## src/rtl/keypad_pkg.sv

```systemverilog
// keypad_pkg: key map, pass-result codes and entry FSM states shared by the keypad entry block
package keypad_pkg;
  localparam int NUM_ROWS = 4;
  localparam int NUM_COLS = 4;
  // index = row*4+col; layout 1 2 3 A / 4 5 6 B / 7 8 9 C / E 0 F D
  localparam logic [15:0][3:0] KEY_MAP = {
    4'hD, 4'hF, 4'h0, 4'hE,
    4'hC, 4'h9, 4'h8, 4'h7,
    4'hB, 4'h6, 4'h5, 4'h4,
    4'hA, 4'h3, 4'h2, 4'h1
  };
  // pass results are {none, hex}; bit 4 set means no single key was seen
  localparam logic [4:0] KEY_NONE = 5'h10;
  typedef enum logic [2:0] {D_AH, D_AL, D_DH, D_DL, COMMIT} entry_state_t;
endpackage

```

## src/rtl/keypad_scan.sv

```systemverilog
// keypad_scan: column scanner, single-key pass decoder and pass-level debouncer
//   clk_25M, rst_n (sync, active-low) | row_in[3:0] raw rows | col_out[3:0] active-low column drive
//   key_press: 1-cycle pulse on stable release->key transition | key_code[3:0]: hex of that key
module keypad_scan import keypad_pkg::*; #(
  parameter int SCAN_DIV       = 25000,
  parameter int DEBOUNCE_SCANS = 20
) (
  input  logic       clk_25M,
  input  logic       rst_n,
  input  logic [3:0] row_in,
  output logic [3:0] col_out,
  output logic       key_press,
  output logic [3:0] key_code
);
  localparam int DW = $clog2(SCAN_DIV);
  localparam int CW = $clog2(DEBOUNCE_SCANS + 1);
  logic [3:0] row_s1, row_s2, acc_code, code_sel;
  logic [DW-1:0] div;
  logic [1:0] col, acc_n, col_n, tot, hit_row;
  logic [4:0] res, cand, stable;
  logic [CW-1:0] cnt, cnt_nx;
  logic sample, pass_end;
  assign col_out  = ~(4'b0001 << col);
  assign sample   = div == DW'(SCAN_DIV - 1);
  assign pass_end = sample && col == 2'd3;
  // closed-key count per pass saturates at 2: anything but exactly one key decodes as none
  always_comb begin
    col_n   = 2'd0;
    hit_row = 2'd0;
    for (int r = 0; r < NUM_ROWS; r++)
      if (!row_s2[r]) begin
        col_n   = col_n == 2'd0 ? 2'd1 : 2'd2;
        hit_row = 2'(r);
      end
    tot      = ({1'b0, acc_n} + {1'b0, col_n} > 3'd2) ? 2'd2 : acc_n + col_n;
    code_sel = col_n == 2'd1 ? KEY_MAP[{hit_row, col}] : acc_code;
    res      = tot == 2'd1 ? {1'b0, code_sel} : KEY_NONE;
    cnt_nx   = res != cand ? CW'(1) : cnt == CW'(DEBOUNCE_SCANS) ? cnt : cnt + 1'b1;
  end
  always_ff @(posedge clk_25M) begin
    row_s1    <= row_in;
    row_s2    <= row_s1;
    key_press <= 1'b0;
    if (!rst_n) begin
      row_s1   <= '1;
      row_s2   <= '1;
      div      <= '0;
      col      <= '0;
      acc_n    <= '0;
      acc_code <= '0;
      cand     <= KEY_NONE;
      stable   <= KEY_NONE;
      cnt      <= '0;
      key_code <= '0;
    end else begin
      div <= sample ? '0 : div + 1'b1;
      if (sample) begin
        col      <= col + 1'b1;
        acc_n    <= pass_end ? 2'd0 : tot;
        acc_code <= code_sel;
      end
      if (pass_end) begin
        cand <= res;
        cnt  <= cnt_nx;
        // only a stable none -> key change is a press; key -> key just retargets
        if (cnt_nx == CW'(DEBOUNCE_SCANS) && res != stable) begin
          stable    <= res;
          key_press <= stable == KEY_NONE && res != KEY_NONE;
          key_code  <= res[3:0];
        end
      end
    end
  end
endmodule

```

## src/rtl/keypad_conf_entry.sv

```systemverilog
// keypad_conf_entry: collects four keypad hex digits into an SCCB register address/value pair
//   clk_25M, rst_n (sync, active-low) | row_in[3:0], col_out[3:0]: keypad matrix | clr: abort entry
//   conf_addr[7:0], conf_data[7:0]: committed pair | start: level, high from commit to next entry
//   entry_value[15:0]: {AH,AL,DH,DL} typed so far | entry_cnt[2:0]: digits in current entry
module keypad_conf_entry import keypad_pkg::*; #(
  parameter int SCAN_DIV       = 25000,
  parameter int DEBOUNCE_SCANS = 20
) (
  input  logic        clk_25M,
  input  logic        rst_n,
  input  logic [3:0]  row_in,
  output logic [3:0]  col_out,
  input  logic        clr,
  output logic [7:0]  conf_addr,
  output logic [7:0]  conf_data,
  output logic        start,
  output logic [15:0] entry_value,
  output logic [2:0]  entry_cnt
);
  entry_state_t state, state_nx;
  logic [15:0] value_nx;
  logic [7:0] addr_nx, data_nx;
  logic [2:0] cnt_nx;
  logic [3:0] key_code;
  logic start_nx, key_press;
  keypad_scan #(.SCAN_DIV(SCAN_DIV), .DEBOUNCE_SCANS(DEBOUNCE_SCANS)) u_scan (
    .clk_25M(clk_25M), .rst_n(rst_n), .row_in(row_in), .col_out(col_out),
    .key_press(key_press), .key_code(key_code)
  );
  always_ff @(posedge clk_25M) begin
    if (!rst_n) begin
      state       <= D_AH;
      entry_value <= '0;
      entry_cnt   <= '0;
      conf_addr   <= '0;
      conf_data   <= '0;
      start       <= 1'b0;
    end else begin
      state       <= state_nx;
      entry_value <= value_nx;
      entry_cnt   <= cnt_nx;
      conf_addr   <= addr_nx;
      conf_data   <= data_nx;
      start       <= start_nx;
    end
  end
  // clr overrides everything, including a same-cycle digit or a pending commit
  always_comb begin
    state_nx = state;
    value_nx = entry_value;
    cnt_nx   = entry_cnt;
    addr_nx  = conf_addr;
    data_nx  = conf_data;
    start_nx = start;
    if (clr) begin
      state_nx = D_AH;
      value_nx = '0;
      cnt_nx   = '0;
      start_nx = 1'b0;
    end else
      case (state)
        D_AH: if (key_press) begin
          value_nx = {key_code, 12'h000};
          start_nx = 1'b0;
          cnt_nx   = 3'd1;
          state_nx = D_AL;
        end
        D_AL: if (key_press) begin
          value_nx[11:8] = key_code;
          cnt_nx         = 3'd2;
          state_nx       = D_DH;
        end
        D_DH: if (key_press) begin
          value_nx[7:4] = key_code;
          cnt_nx        = 3'd3;
          state_nx      = D_DL;
        end
        D_DL: if (key_press) begin
          value_nx[3:0] = key_code;
          cnt_nx        = 3'd0;
          state_nx      = COMMIT;
        end
        default: begin
          addr_nx  = entry_value[15:8];
          data_nx  = entry_value[7:0];
          start_nx = 1'b1;
          state_nx = D_AH;
        end
      endcase
  end
endmodule
```

## config.mk

```make
export PLATFORM = sky130hd
export DESIGN_NAME = keypad_conf_entry
export DESIGN_NICKNAME = d
export VERILOG_FILES = /design/src/rtl/keypad_pkg.sv /design/src/rtl/keypad_scan.sv /design/src/rtl/keypad_conf_entry.sv
export SDC_FILE = /design/constraint.sdc
export NUM_CORES = 1
export LEC_CHECK = 0
export ABC_AREA = 0
export CAP_MARGIN = 20
export CORE_MARGIN = 8
export CORE_UTILIZATION = 30
export CTS_BUF_LIST = sky130_fd_sc_hd__clkbuf_8 sky130_fd_sc_hd__clkbuf_16
export DETAILED_ROUTE_END_ITERATION = 8
export PLACE_DENSITY_LB_ADDON = 0.12
export SETUP_SLACK_MARGIN = 0.15
export SYNTH_ARGS = -nofsm -noshare
export SYNTH_HDL_FRONTEND = slang
export SYNTH_SLANG_ARGS = --single-unit
```

## constraint.sdc

```tcl
create_clock -name clk_25M -period 13.35 [get_ports clk_25M]
set_clock_uncertainty 0.2 [all_clocks]
set_input_delay 4.005 -clock clk_25M [delete_from_list [all_inputs] [get_ports clk_25M]]
set_output_delay 4.005 -clock clk_25M [all_outputs]
set_load 0.01 [all_outputs]
```

==> impl_metrics.env, run 1 <==
export IMPL_critPathLaunchType="flip-flop"
export IMPL_wire_per_inst_um=14.23
export IMPL_synth_ff_type="dfxtp_1"
export IMPL_numPortBuffers=45
export IMPL_ant_nets=0
export IMPL_dpl_worst_slack_ps=7260
export IMPL_internal_power_mw=0.4307
export IMPL_hold_violations=0
export IMPL_postCtsSetupBuffers=0
export IMPL_combPwrFrac=0.063
export IMPL_n_antenna_cell=0
export IMPL_ctsResizeCount=0
export IMPL_worstPathArrival_ps=1810
export IMPL_num_rows=44
export IMPL_drtIter0Drc=242
export IMPL_status="finished clean"
export IMPL_die_area_um2=18530
export IMPL_slew_viol_final=0
export IMPL_cp_max_fo=8
export IMPL_p_per_area_nw_per_um2=108.4
export IMPL_core_um2=14310
export IMPL_syn_nets=547
export IMPL_synth_enable_flop_cells=0
export IMPL_path_class="reg -> out"
export IMPL_p_clk_frac=0.477
export IMPL_dieWidth_um=136.1
export IMPL_mostFrequentLayoutCells="dfxtp_1, nand2_1, clkdlybuf4s50_1, nor2_1, a21oi_1"
export IMPL_area_growth_synth_to_final_pct=19.31
export IMPL_ioPinCount=47
export IMPL_cts_tree="done"
export IMPL_total_power_mw=0.5600
export IMPL_p_sw_frac=0.2308
export IMPL_drc=0
export IMPL_cts_sinks=85
export IMPL_cts_made_buffers=9
export IMPL_synth_cell_types=58
export IMPL_drt_pass1_iterations=4
export IMPL_drive_gt1_frac=0.05244
export IMPL_netlist_area_um2=4329
export IMPL_drv_cap=0
export IMPL_cts_buffer_depth=2
export IMPL_hpwlAfterDp_mm=7.416
export IMPL_antenna_found_initial=0
export IMPL_peakVddDrop_v=0.00006475
export IMPL_yosysSeqAreaShare=0.3931
export IMPL_final_common_cell="dfxtp_1"
export IMPL_synth_area_leaders="dfxtp_1, nand2_1, ha_1, a21boi_0, a21oi_1"
export IMPL_grt_max_degree=58
export IMPL_p_seq_frac=0.460
export IMPL_p_leak_nw=1.808
export IMPL_postSynthCellCount=525
export IMPL_ys_ff_latch=85
export IMPL_clk_pin_slew_ps=60
export IMPL_crit_required_ps=9140
export IMPL_grt_pass1_wl_mm=16.81
export IMPL_root_buffer="clkbuf_16"
export IMPL_first_global_vias=3303
export IMPL_synthDominantCellAreaShare=0.3931
export IMPL_rsz0062_at_grt="false"
export IMPL_setup_violations=0
export IMPL_fin_crit_ps=6017
export IMPL_synth_top_cell_by_area="dfxtp_1"
export IMPL_gp_congestion=0.7905
export IMPL_htreeDepth=3
export IMPL_vias=3571
export IMPL_clk_latency_ps=350
export IMPL_period_share=0.4507
export IMPL_viasPerCell=4.845
export IMPL_slew_headroom=0.4006
export IMPL_switchingPower_mw=0.1292
export IMPL_tns_ps=0
export IMPL_nets=571
export IMPL_hold_path_class="reg -> reg"
export IMPL_routed_wl_mm=10.49
export IMPL_tightest_slew_ps=899.1
export IMPL_start_util=0.3024
export IMPL_cts_hold_buffers=0
export IMPL_synth_async_reset_ratio=0
export IMPL_fin_ws_ps=7333
export IMPL_fmax_mhz=166.2
export IMPL_grt_use_total=0.1140
export IMPL_cp_end_kind="output pin"
export IMPL_syn_area_per_cell_um2=8.246
export IMPL_die_height_um=136.1
export IMPL_utilization=0.3608
export IMPL_synth_warnings=0
export IMPL_gr_total_overflow=0
critical path, cell delays in order (launching register included):
cell and delay (ps):
dfxtp_1 480, inv_1 160, ha_1 250, inv_1 50, clkdlybuf4s50_1 530
metrics by stage:
step	cell area (um2)	hold WS [ps]	instances
floorplan	4329	186.3	525
global placement	4843	190.2	721
detailed placement	4843	192.2	721
CTS	5157	206.5	736
global route	5165	217.7	737
finish	5165	203.8	737
layout make-up:
cell class / instances / area (um2)
clock buffer: 9 / 225.2
clock inverter: 6 / 88.84
fill: 1472 / 9149
inverter: 21 / 83.83
multi-input combinational: 386 / 2382
sequential: 85 / 1702
tap: 184 / 230.2
timing repair buffer: 46 / 452.9
routing by layer:
layer / GRT usage / part of all wire / vias up
li1: - / - / 1846
met1: 0.1414 / 0.48 / 1653
met2: 0.1796 / 0.45 / 63
met3: 0.03474 / 0.048 / 9
met4: 0.04820 / 0.013 / 0
met5: 0 / 0 / -
cell families after synthesis:
family / count (synthesis) / synth area share
muxes: 11 / 0.02659
buffers and inverters: 54 / 0.05665
adders and majority gates: 15 / 0.04509
xor gates and xnor gates: 21 / 0.04249
other: 1 / 0.0008662
AOI/OAI and AO/OA: 97 / 0.1497
DFF: 85 / 0.3931
and+or+nand+nor: 241 / 0.2855
Yosys cell counts (2+ instances only):
library cell / instances
clkbuf_1: 27
nor4_1: 7
nand2b_1: 20
and4_1: 4
nor2_1: 37
and2_1: 3
a31o_2: 2
nor3_1: 9
o211ai_1: 3
buf_6: 2
nand3_1: 29
ha_1: 14
nor4bb_1: 2
xor2_1: 12
o311a_1: 2
or3_1: 2
dfxtp_1: 85
and4b_1: 2
mux2i_1: 10
o21ai_0: 15
xnor2_1: 9
a31oi_1: 4
a21oi_1: 32
nor2b_1: 13
or2_2: 3
nor3b_1: 6
buf_2: 2
nand4_1: 7
and3_1: 8
nand2_1: 84
a221oi_2: 2
a21boi_0: 22
inv_1: 20
a41oi_1: 2
power groups by stage:
stage	Clock, mW	Sequential (mW)	Combinational, mW
3_5_place_dp	0	0.263	0.0352
3_3_place_gp	0	0.263	0.0351
5_1_grt	0.284	0.258	0.0385
2_1_floorplan	0	0.262	0.0297
6_report	0.267	0.258	0.0354
4_1_cts	0.278	0.257	0.0354
path summary, 6_finish.rpt:
path / startpoint / end / slack, ps / cells after the start
worst min-delay path: u_scan.row_s1[0] / u_scan.row_s2[0] / 200 / 1
worst min register to register: u_scan.row_s1[0] / u_scan.row_s2[0] / 200 / 1
worst max-delay path: u_scan.col[0] / col_out[0] / 7330 / 4
worst max register to register: u_scan.row_s2[1] / u_scan.stable[4] / 7450 / 15
sequential cells by signal, indices dropped and copies added (netlist names), 3 cells and up:
signal           count
u_scan.div          15
conf_data            8
state                3
u_scan.cnt           5
entry_value         16
u_scan.row_s1        4
u_scan.row_s2        4
conf_addr            8
u_scan.cand          5
u_scan.key_code      3
u_scan.acc_code      4
Note: power is estimated with default switching activity, not from simulation.
==> run 2: changes to the inputs <==
Clock period 13.35 ns to 5.7 ns, I/O delays scaled along.
==> impl_metrics.env, run 2 (synthesized netlist as in run 1, its figures left out) <==
export IMPL_root_buffer="clkbuf_16"
export IMPL_cp_max_fo=14
export IMPL_status="finished clean"
export IMPL_slowest_delay_ps=570
export IMPL_drt_pass1_iterations=4
export IMPL_drv_cap=0
export IMPL_period_share=0.8870
export IMPL_largest_registers="entry_value: 16 flops, u_scan.div: 15 flops"
export IMPL_cp_end_kind="flip-flop"
export IMPL_cts_hold_buffers=0
export IMPL_p_per_area_nw_per_um2=244.9
export IMPL_grt_max_degree=36
export IMPL_fill_cells=1492
export IMPL_area_growth_synth_to_final_pct=19.16
export IMPL_ioPinCount=47
export IMPL_holdWs_ps=206.3
export IMPL_p_sw_frac=0.2541
export IMPL_hold_path_class="reg -> reg"
export IMPL_wire_per_inst_um=14.45
export IMPL_core_um2=14310
export IMPL_start_util=0.3024
export IMPL_dieWidth_um=136.1
export IMPL_routed_wl_mm=10.69
export IMPL_mostFrequentLayoutCells="dfxtp_1, nand2_1, clkdlybuf4s50_1, nor2_1, a21oi_1"
export IMPL_first_global_vias=3372
export IMPL_worstPathArrival_ps=5090
export IMPL_nets=573
export IMPL_clk_latency_ps=350
export IMPL_drtIter0Drc=227
export IMPL_crit_required_ps=5730
export IMPL_gp_congestion=0.8181
export IMPL_path_cells="inv_1 -> ha_1 -> or3_1 -> a31o_1 -> clkinv_4 -> ha_1 -> inv_1 -> fa_1 -> and3_1 -> nand2_1 -> o21ai_0 -> o221ai_1 -> nor4b_4 -> o311a_1 -> mux2_4"
export IMPL_numPortBuffers=45
export IMPL_p_seq_frac=0.477
export IMPL_die_area_um2=18530
export IMPL_slew_headroom=0.4653
export IMPL_switchingPower_mw=0.3211
export IMPL_rsz0062_at_grt="false"
export IMPL_path_class="reg -> reg"
export IMPL_grt_pass1_wl_mm=17.53
export IMPL_die_height_um=136.1
export IMPL_viasPerCell=4.951
export IMPL_fmax_mhz=197.8
export IMPL_tightest_slew_ps=802.0
export IMPL_drc=0
export IMPL_n_antenna_cell=0
export IMPL_clk_pin_slew_ps=70
export IMPL_peakVddDrop_v=0.0001194
export IMPL_cts_buffer_depth=2
export IMPL_tns_ps=0
export IMPL_internal_power_mw=0.9422
export IMPL_largest_register_ffs=16
export IMPL_antenna_found_initial=0
export IMPL_crit_slowest_cell="fa_1"
export IMPL_cts_made_buffers=9
export IMPL_grt_use_total=0.1181
export IMPL_ant_nets=0
export IMPL_ctsResizeCount=0
export IMPL_final_common_cell="dfxtp_1"
export IMPL_gr_total_overflow=0
export IMPL_top_register="entry_value"
export IMPL_cts_tree="done"
export IMPL_drive_gt1_frac=0.05935
export IMPL_critPathLaunchType="flip-flop"
export IMPL_fin_crit_ps=5056
export IMPL_vias=3664
export IMPL_cts_sinks=85
export IMPL_p_clk_frac=0.456
export IMPL_p_leak_nw=1.806
export IMPL_postCtsSetupBuffers=0
export IMPL_combPwrFrac=0.067
export IMPL_num_rows=44
export IMPL_hold_violations=0
export IMPL_hpwlAfterDp_mm=7.706
export IMPL_setup_violations=0
export IMPL_htreeDepth=3
export IMPL_slew_viol_final=0
==> run 2: routing by layer <==
layer,part of all wire,wire length (um),global-route usage
met1,0.47,4993,0.1517
met2,0.46,4946,0.1864
met3,0.056,604,0.02772
met4,0.014,147,0.04820
met5,0,0,0
==> run 2: power groups by stage <==
stage	clock (mW)	combinational (mW)	sequential, mW
after floorplan	0	0.0697	0.614
after CTS	0.600	0.0849	0.603
after detailed placement	0	0.0843	0.617
final	0.575	0.0848	0.603
after global routing	0.626	0.0928	0.603
after global placement	0	0.0845	0.617
==> run 2: metrics by stage <==
stage / util / power [mW] / worst slack [ps] / instances / cell area, um2
2_1_floorplan: - / 0.6836 / 1151 / 525 / 4329
5_1_grt: 0.3604 / 1.322 / 360.6 / 740 / 5159
3_5_place_dp: 0.3394 / 0.7008 / 711.8 / 723 / 4858
6_report: 0.3604 / 1.263 / 644.1 / 740 / 5159
3_3_place_gp: 0.3394 / 0.7010 / 832.0 / 723 / 4858
4_1_cts: 0.3599 / 1.287 / 676.1 / 739 / 5151
==> run 2: area by class of cell <==
| cell class | count | area (um2) | share of cell area |
|---|---|---|---|
| Inverter | 21 | 83.83 | 0.01625 |
| Multi-Input combinational cell | 386 | 2382 | 0.4618 |
| Tap cell | 184 | 230.2 | 0.04463 |
| Clock inverter | 6 | 53.80 | 0.01043 |
| Sequential cell | 85 | 1702 | 0.3299 |
| Clock buffer | 10 | 239.0 | 0.04633 |
| Timing Repair Buffer | 48 | 467.9 | 0.09071 |
==> run 2: worst paths after layout <==
path,from,endpoint,slack [ps],cells past startpoint
min reg2reg,u_scan.row_s1[3],u_scan.row_s2[3],210,1
max reg2reg,u_scan.row_s2[1],u_scan.stable[4],640,15
max,u_scan.row_s2[1],u_scan.stable[4],640,15
min,u_scan.row_s1[3],u_scan.row_s2[3],210,1
==> run 2: critical path: cells and delay by family (launching register included) <==
| kind | cells | cell delay, ps |
|---|---|---|
| AOI/OAI and AO/OA | 4 | 1170 |
| buffers and inverters | 3 | 320 |
| adders and majority gates | 3 | 1020 |
| muxes | 1 | 330 |
| DFF | 1 | 450 |
| and+or+nand+nor | 4 | 1440 |
